<file path="config.mk">
export PLATFORM = sky130hd
export DESIGN_NAME = char_plotter_flat
export DESIGN_NICKNAME = d
export VERILOG_FILES = /design/src/rtl/char_plotter_if.sv /design/src/rtl/char_plotter.sv /design/src/flat_wrapper.sv
export SDC_FILE = /design/constraint.sdc
export NUM_CORES = 1
export LEC_CHECK = 0
export CAP_MARGIN = 20
export CELL_PAD_IN_SITES_DETAIL_PLACEMENT = 0
export CELL_PAD_IN_SITES_GLOBAL_PLACEMENT = 1
export CORE_MARGIN = 2
export CORE_UTILIZATION = 44
export CTS_CLUSTER_DIAMETER = 200
export CTS_CLUSTER_SIZE = 24
export DETAILED_ROUTE_END_ITERATION = 6
export PLACE_DENSITY_LB_ADDON = 0.1
export SLEW_MARGIN = 20
export SYNTH_ARGS = -nofsm -noshare
export SYNTH_HDL_FRONTEND = slang
export SYNTH_SLANG_ARGS = --single-unit
</file>
<file path="constraint.sdc">
create_clock -name clock -period 3.6 [get_ports clock]
set_clock_uncertainty 0.05 [all_clocks]
set_input_delay 0.72 -clock clock [delete_from_list [all_inputs] [get_ports clock]]
set_output_delay 0.72 -clock clock [all_outputs]
set_load 0.005 [all_outputs]
</file>
<file path="src/rtl/char_plotter_if.sv">
// Request, decoder and frame-buffer signals of the character plotter.
interface char_plotter_if #(
   parameter int X_W      = 8,
   parameter int Y_W      = 7,
   parameter int COLOUR_W = 3
);
   logic                req_valid;
   logic                req_ready;
   logic [6:0]          req_code;
   logic [4:0]          req_col;
   logic [2:0]          req_row;
   logic [COLOUR_W-1:0] req_fg;
   logic [COLOUR_W-1:0] req_bg;
   logic [6:0]          dec_code;
   logic [127:0]        dec_glyph;
   logic [X_W-1:0]      vga_x;
   logic [Y_W-1:0]      vga_y;
   logic [COLOUR_W-1:0] vga_colour;
   logic                vga_plot;
   logic                busy;
   logic                done;

   // Requester side: issues requests, supplies decoded glyphs, consumes plots.
   modport master (
      output req_valid, req_code, req_col, req_row, req_fg, req_bg, dec_glyph,
      input  req_ready, dec_code, vga_x, vga_y, vga_colour, vga_plot, busy, done
   );

   // Plotter side.
   modport slave (
      input  req_valid, req_code, req_col, req_row, req_fg, req_bg, dec_glyph,
      output req_ready, dec_code, vga_x, vga_y, vga_colour, vga_plot, busy, done
   );
endinterface

</file>
<file path="src/rtl/char_plotter.sv">
// Character plotter: accepts one character request, fetches its 8x16 glyph
// from an external combinational decoder and writes it pixel by pixel.
module char_plotter #(
   parameter int X_W         = 8,
   parameter int Y_W         = 7,
   parameter int COLOUR_W    = 3,
   parameter bit TRANSPARENT = 1'b0
) (
   input  logic clock,
   input  logic resetn,
   char_plotter_if.slave bus
);

   localparam logic [1:0] IDLE = 2'd0;
   localparam logic [1:0] LOAD = 2'd1;
   localparam logic [1:0] DRAW = 2'd2;
   localparam logic [1:0] DONE = 2'd3;

   logic [1:0]          state;
   logic [4:0]          col;
   logic [2:0]          row;
   logic [COLOUR_W-1:0] fg;
   logic [COLOUR_W-1:0] bg;
   logic [127:0]        glyph;
   logic [2:0]          px;
   logic [3:0]          py;
   logic                done_q;
   logic [6:0]          dec_code_q;
   logic [X_W-1:0]      x_q;
   logic [Y_W-1:0]      y_q;
   logic [COLOUR_W-1:0] colour_q;
   logic                plot_q;

   logic [6:0]          bit_idx;
   logic                pix_bit;
   logic [X_W-1:0]      x_base;
   logic [Y_W-1:0]      y_base;

   // Pixel k = {py,px} lives at glyph[127-k], i.e. at the bitwise inverse of k.
   assign bit_idx = ~{py, px};
   assign pix_bit = glyph[bit_idx];
   assign x_base  = X_W'({col, 3'b000});
   assign y_base  = Y_W'({row, 4'b0000});

   // Request sequencing, glyph walk and registered pixel outputs.
   always_ff @(posedge clock or negedge resetn) begin
      if (!resetn) begin
         state      <= IDLE;
         col        <= '0;
         row        <= '0;
         fg         <= '0;
         bg         <= '0;
         glyph      <= '0;
         px         <= '0;
         py         <= '0;
         done_q     <= 1'b0;
         dec_code_q <= '0;
         x_q        <= '0;
         y_q        <= '0;
         colour_q   <= '0;
         plot_q     <= 1'b0;
      end else begin
         plot_q <= 1'b0;
         done_q <= 1'b0;
         case (state)
            IDLE: begin
               if (bus.req_valid) begin
                  col        <= bus.req_col;
                  row        <= bus.req_row;
                  fg         <= bus.req_fg;
                  bg         <= bus.req_bg;
                  dec_code_q <= bus.req_code;
                  if (bus.req_col > 5'd19 || bus.req_row > 3'd6)
                     state <= DONE;
                  else
                     state <= LOAD;
               end
            end
            LOAD: begin
               glyph <= bus.dec_glyph;
               px    <= '0;
               py    <= '0;
               state <= DRAW;
            end
            DRAW: begin
               x_q      <= x_base + X_W'(px);
               y_q      <= y_base + Y_W'(py);
               colour_q <= pix_bit ? fg : bg;
               plot_q   <= TRANSPARENT ? pix_bit : 1'b1;
               px       <= px + 3'd1;
               if (px == 3'd7)
                  py <= py + 4'd1;
               if (px == 3'd7 && py == 4'd15)
                  state <= DONE;
            end
            default: begin
               // DONE spans two cycles: the first lets the last pixel show,
               // the second carries the done pulse.
               if (!done_q)
                  done_q <= 1'b1;
               else
                  state <= IDLE;
            end
         endcase
      end
   end

   assign bus.req_ready  = (state == IDLE);
   assign bus.busy       = (state != IDLE);
   assign bus.done       = done_q;
   assign bus.dec_code   = dec_code_q;
   assign bus.vga_x      = x_q;
   assign bus.vga_y      = y_q;
   assign bus.vga_colour = colour_q;
   assign bus.vga_plot   = plot_q;

endmodule
</file>
<file path="src/flat_wrapper.sv">
// flat-port wrapper written by rule: the top's interface ports become plain ports
module char_plotter_flat 
#(
   parameter int X_W         = 8,
   parameter int Y_W         = 7,
   parameter int COLOUR_W    = 3,
   parameter bit TRANSPARENT = 1'b0
)
  (clock, resetn, bus_req_valid, bus_req_code, bus_req_col, bus_req_row, bus_req_fg, bus_req_bg, bus_dec_glyph, bus_req_ready, bus_dec_code, bus_vga_x, bus_vga_y, bus_vga_colour, bus_vga_plot, bus_busy, bus_done);
  char_plotter_if #(.X_W(X_W), .Y_W(Y_W), .COLOUR_W(COLOUR_W)) bus_i ();
  input  logic clock;
  input  logic resetn;
  input wire logic [$bits(bus_i.req_valid)-1:0] bus_req_valid;
  input wire logic [$bits(bus_i.req_code)-1:0] bus_req_code;
  input wire logic [$bits(bus_i.req_col)-1:0] bus_req_col;
  input wire logic [$bits(bus_i.req_row)-1:0] bus_req_row;
  input wire logic [$bits(bus_i.req_fg)-1:0] bus_req_fg;
  input wire logic [$bits(bus_i.req_bg)-1:0] bus_req_bg;
  input wire logic [$bits(bus_i.dec_glyph)-1:0] bus_dec_glyph;
  output wire logic [$bits(bus_i.req_ready)-1:0] bus_req_ready;
  output wire logic [$bits(bus_i.dec_code)-1:0] bus_dec_code;
  output wire logic [$bits(bus_i.vga_x)-1:0] bus_vga_x;
  output wire logic [$bits(bus_i.vga_y)-1:0] bus_vga_y;
  output wire logic [$bits(bus_i.vga_colour)-1:0] bus_vga_colour;
  output wire logic [$bits(bus_i.vga_plot)-1:0] bus_vga_plot;
  output wire logic [$bits(bus_i.busy)-1:0] bus_busy;
  output wire logic [$bits(bus_i.done)-1:0] bus_done;
  assign bus_i.req_valid = bus_req_valid;
  assign bus_i.req_code = bus_req_code;
  assign bus_i.req_col = bus_req_col;
  assign bus_i.req_row = bus_req_row;
  assign bus_i.req_fg = bus_req_fg;
  assign bus_i.req_bg = bus_req_bg;
  assign bus_i.dec_glyph = bus_dec_glyph;
  assign bus_req_ready = bus_i.req_ready;
  assign bus_dec_code = bus_i.dec_code;
  assign bus_vga_x = bus_i.vga_x;
  assign bus_vga_y = bus_i.vga_y;
  assign bus_vga_colour = bus_i.vga_colour;
  assign bus_vga_plot = bus_i.vga_plot;
  assign bus_busy = bus_i.busy;
  assign bus_done = bus_i.done;
  char_plotter #(.X_W(X_W), .Y_W(Y_W), .COLOUR_W(COLOUR_W), .TRANSPARENT(TRANSPARENT)) u_core (.clock(clock), .resetn(resetn), .bus(bus_i));
endmodule
</file>
== Word level (Yosys, flattened, before mapping) ==
Index checks and enable logic that the tools add are counted.
Widths: inputs -> output; s select.
Storage, ports and cells
  register bits after elaboration: 178
  bits of input ports: 152
  output and inout bits: 29
  logic and storage cells: 53
Operators by class
  add/sub/neg operators: 4
  order comparisons: 3
  equality and inequality tests: 7
  mux-type cells: 14
  bitwise logic cells: 1
  reductions and logical operators: 10
Operators with widths (count)
  $add 8x3->8: 1
  $lt 7x8->1 const B: 1
  $mux 2: 4
  $pmux 4 s2: 1
  $add 7x4->7: 1
  $bmux 1 s7: 1
  $not 7->7: 1
  $pmux 2 s3: 1
  $pmux 3 s2: 1
  $gt 5x5->1 const B: 1
  $add 4x1->4 const B: 1
  $eq 4x4->1 const B: 1
  $mux 1: 4
  $mux 4: 1
  $ne 2x1->1 const B: 2
  $reduce_and 2->1: 2
  $reduce_bool 2->1: 2
  $reduce_bool 4->1: 1
  $add 3x1->3 const B: 1
  $eq 3x3->1 const B: 1
  $gt 3x3->1 const B: 1
  $mux 3: 1
  $reduce_and 3->1: 1
  $reduce_or 3->1: 1
  6 further kinds: 6

== Longest topological paths before layout ==
  word-level depth: 5
  mapped depth: 10
  mapped depth without buffers: 7

== Worst setup path after synthesis ==
OpenSTA, ideal clock, no wires.
  path type: register to register
  from: reg u_core.px[0]
  to: reg u_core.colour_q[0] (netlist: u_core.bus.vga_colour[0])
  setup time: 141 ps
  arrival time: 1750 ps
  required time: 3409 ps
  setup slack: 1659 ps
  stages on the path, launching flop included: 10
  path buffers: 2
  clock period less this slack: 1941 ps
  cells stage by stage: dfrtp_1 -> buf_6 -> nor2b_2 -> buf_2 -> a21oi_1 -> nand3_1 -> and4_1 -> or2b_2 -> a31oi_1 -> a211oi_1
On the way
  longest elaborated chain between the ends: 4
RTL lines
  from (decl): RTL line char_plotter.sv:25  | logic [2:0] px;
  from (signal assigned): RTL line char_plotter.sv:90  | px <= px + 3'd1;
  $not 7->7: RTL line char_plotter.sv:40  | assign bit_idx = ~{py, px};
  $bmux 1 s7: RTL line char_plotter.sv:41  | assign pix_bit = glyph[bit_idx];
  $mux 1 (implied by the code): RTL line char_plotter.sv:41
  $mux 3: RTL line char_plotter.sv:88  | colour_q <= pix_bit ? fg : bg;
  to (signal assigned): RTL line char_plotter.sv:88
  to (decl): RTL line char_plotter.sv:31  | logic [COLOUR_W-1:0] colour_q;
Every way passes these cells. The select of a mux whose other input is x is not followed.
A chain may end at the register's enable or synchronous reset.

== Final worst setup path ==
  from: reg u_core.state[0]
  to: out bus_busy
On the way
  longest elaborated chain between the ends: 1
RTL lines
  from (decl): RTL line char_plotter.sv:19  | logic [1:0] state;
  from (signal assigned): RTL line char_plotter.sv:48  | state <= IDLE;
  from (signal assigned): RTL line char_plotter.sv:74  | state <= DONE;
  from (signal assigned): RTL line char_plotter.sv:76  | state <= LOAD;
  $reduce_bool 2->1: RTL line char_plotter.sv:109  | assign bus.busy = (state != IDLE);
  to (decl): RTL line flat_wrapper.sv:26  | output wire logic [$bits(bus_i.busy)-1:0] bus_busy;
Every way passes these cells.

==> flow_summary.json <==
{
  "status": "completed",
  "io_pins": 181,
  "cts_tree": "built",
  "worst_pin_slew_ns": 0.909,
  "final.setup.tns_ns": 0,
  "crit_path_start_kind": "flip-flop",
  "seq_area_frac_synth_pct": 55.6,
  "cap_violations": 0,
  "place_congestion": 0.761,
  "syn-cell-area_mm2": 0.00802,
  "whs_ns": 0.118,
  "p_leak_nw": 4.25,
  "n_antenna_cell": 0,
  "vias": 5275,
  "coreArea_mm2": 0.0179,
  "drc": 0,
  "synth_nets": 739,
  "hold_path_class": "in -> async",
  "ys_warn_count": 0,
  "grt_usage_pct": 19.5,
  "area_growth_pct": 32.9,
  "rsz0062_at_grt": "false",
  "hold_buffers": 0,
  "synth.avg_cell_area_um2": 13.8,
  "path_class": "reg -> out",
  "post-route-period-util_pct": 73.9,
  "final-hold-violation-count": 0,
  "r2r_end": "u_core.bus.vga_colour[2]",
  "clk_pin_slew_ns": 0.07,
  "die_y_um": 139,
  "synth_area_leaders": "dfrtp_1, mux2_2, mux2i_1, a22oi_1, ha_1",
  "cts_setup_buffers": 0,
  "dieArea_mm2": 0.0193,
  "finalNonFillerCells": 995,
  "r2r_slack_ns": 0.95,
  "cts_buffers": 17,
  "synth-edff-count": 0,
  "cts_buffer_depth": 2,
  "design_area_mm2": 0.0107,
  "crit_required_ns": 2.83,
  "io_buffers": 180,
  "synth_compound_area_share_pct": 5.18,
  "initial_core_util_pct": 44.8,
  "rr_worst_depth": 7,
  "synthMuxAreaShare_pct": 31.1,
  "powerDensity_mw_per_mm2": 815,
  "synth_top_area_share_pct": 55.6,
  "clock-root-buffer": "clkbuf_16",
  "ir_drop_mv": 0.374,
  "rr_startpoint": "u_core.px[1]",
  "drt_first_pass_iters": 4,
  "grt_pass1_wl_um": 29600,
  "synth_cell_types": 43,
  "synthFlopType": "dfrtp_1",
  "layout-drive-gt1-share_pct": 28.2,
  "yosys.area_share.simple_pct": 4.01,
  "synth_xor_area_share_pct": 0,
  "wl_per_cell_um": 18.8,
  "grt_pass1_vias": 5480,
  "drv_slew": 0,
  "async_reset_ff_share_pct": 100,
  "drt_iter0_markers": 236,
  "period_needed_ns": 2.66,
  "antenna_found_initial": 0,
  "detail-route-antenna-nets": 0,
  "hpwlAfterDp_um": 13500,
  "max_freq_ghz": 0.376,
  "crit_fanout": 5,
  "fin_nets": 912,
  "synth_area_leader_cell": "dfrtp_1",
  "placed_cell_area_mm2": 0.0100,
  "finalSetupViolations": 0,
  "rows": 49,
  "cp.arrival_ns": 1.89,
  "cts_resized": 0,
  "synth_fa_ha_area_share_pct": 1.09,
  "vias_per_cell": 5.30,
  "endpoint_kind": "output pin",
  "slew_headroom_pct": 39.2,
  "grt_max_degree": 108,
  "placed_cells": 962,
  "grt_overflow": 0,
  "ys_seq_elements": 178,
  "syn_inst": 580,
  "synth_top_family_by_area": "multiplexers",
  "die_width_um": 139,
  "totalWireLength_um": 18700,
  "clkLatencyLatePin_ns": 0.43,
  "h-tree-depth": 4,
  "cts.sinks": 178
}
-- routing by layer --
layer	vias up	share of wire, %	track usage [%]
li1	2468	-	-
met1	2634	46	26.8
met2	158	47	30.9
met3	15	5.7	5.28
met4	0	1.0	5.00
met5	-	0	0
-- through the flow --
stage                     util, %  power [W]  worst slack [ns]
after CTS                    59.3    0.00878             0.903
after floorplan                 -    0.00572              1.66
after global routing         59.5    0.00921             0.800
final                        59.5    0.00869             0.941
after global placement       56.0    0.00674              1.02
after detailed placement     56.0    0.00688             0.928
-- cells in the mapped netlist (2+ instances only) --
library cell and n:
mux4_2 3, nand4_1 4, a31oi_1 3, buf_4 2, clkbuf_1 20, ha_1 7, and4_1 2, buf_2 4
a22oi_1 14, a22o_1 2, nor2b_2 2, dfrtp_1 178, a21oi_1 14, nand2_1 23, nor2_1 2, o21ai_0 11
o31ai_1 2, a211oi_1 3, mux2i_1 59, o22ai_1 5, nor3b_1 2, mux2_2 163, nand2b_1 4, inv_1 11
buf_6 6, nand3_1 17
-- kinds of logic after synthesis --
kind of cell             count (synthesis)
buffers and inverters                   45
flip-flops                             178
adder cells (fa/ha/maj)                  7
AND/OR/NAND/NOR                         62
AO/OA/AOI/OAI                           63
multiplexers                           225
-- critical path, stage by stage, from the launching register on --
cell             delay [ns]
dfrtp_1                0.45
inv_1                  0.11
ha_1                   0.28
inv_1                  0.12
clkdlybuf4s50_1        0.51
-- layout make-up --
cell class / instances / area (µm²)
Tap cell: 229 / 287
Timing Repair Buffer: 188 / 1930
Sequential cell: 178 / 4460
Multi-Input combinational cell: 357 / 3330
Clock inverter: 13 / 149
Fill cell: 1420 / 7250
Clock buffer: 19 / 453
Inverter: 11 / 41.3
-- placed cells by master, fill, tap and decap left out, types with 4 or more instances in the layout --
cell type          n
dfrtp_1          177
nand2b_1           4
buf_12             4
nand2_1           23
clkdlybuf4s50_1  179
a22oi_1           14
nand4_1            4
a21oi_1           14
ha_1               6
nand3_1           17
clkbuf_16         17
o22ai_1            5
o21ai_0           11
mux2i_1           59
mux2_2           163
inv_1             11
-- flip-flops by register name (all words and copies together), names as in the netlist --
register	cells
u_core.bus.done	1
u_core.bus.vga_colour	3
u_core.fg	3
u_core.bg	3
u_core.bus.vga_plot	1
u_core.py	4
u_core.px	3
u_core.col	5
u_core.bus.vga_y	7
u_core.glyph	128
u_core.bus.dec_code	7
u_core.row	3
u_core.bus.vga_x	8
u_core.state	2
-- power breakdown --
group / switching, W / leakage [nW] / internal [W]
logic: 0.00132 / 1.84 / 0.00194
registers: 0.000561 / 2.12 / 0.00298
clock network: 0.000814 / 0.292 / 0.00107
-- how the worst max path moves through the flow --
stage	startpoint	end	slack (ns)	cells past startpoint
2_1_floorplan	u_core.px[0]	u_core.bus.vga_colour[0]	1.66	9
3_3_place_gp	u_core.px[1]	u_core.bus.vga_colour[1]	1.02	8
3_5_place_dp	u_core.px[1]	u_core.bus.vga_colour[2]	0.93	7
4_1_cts	u_core.state[0]	bus_busy	0.90	4
5_1_grt	u_core.px[1]	u_core.bus.vga_colour[2]	0.80	7
6_report	u_core.state[0]	bus_busy	0.94	4
Power figures use the tool's default switching activity.
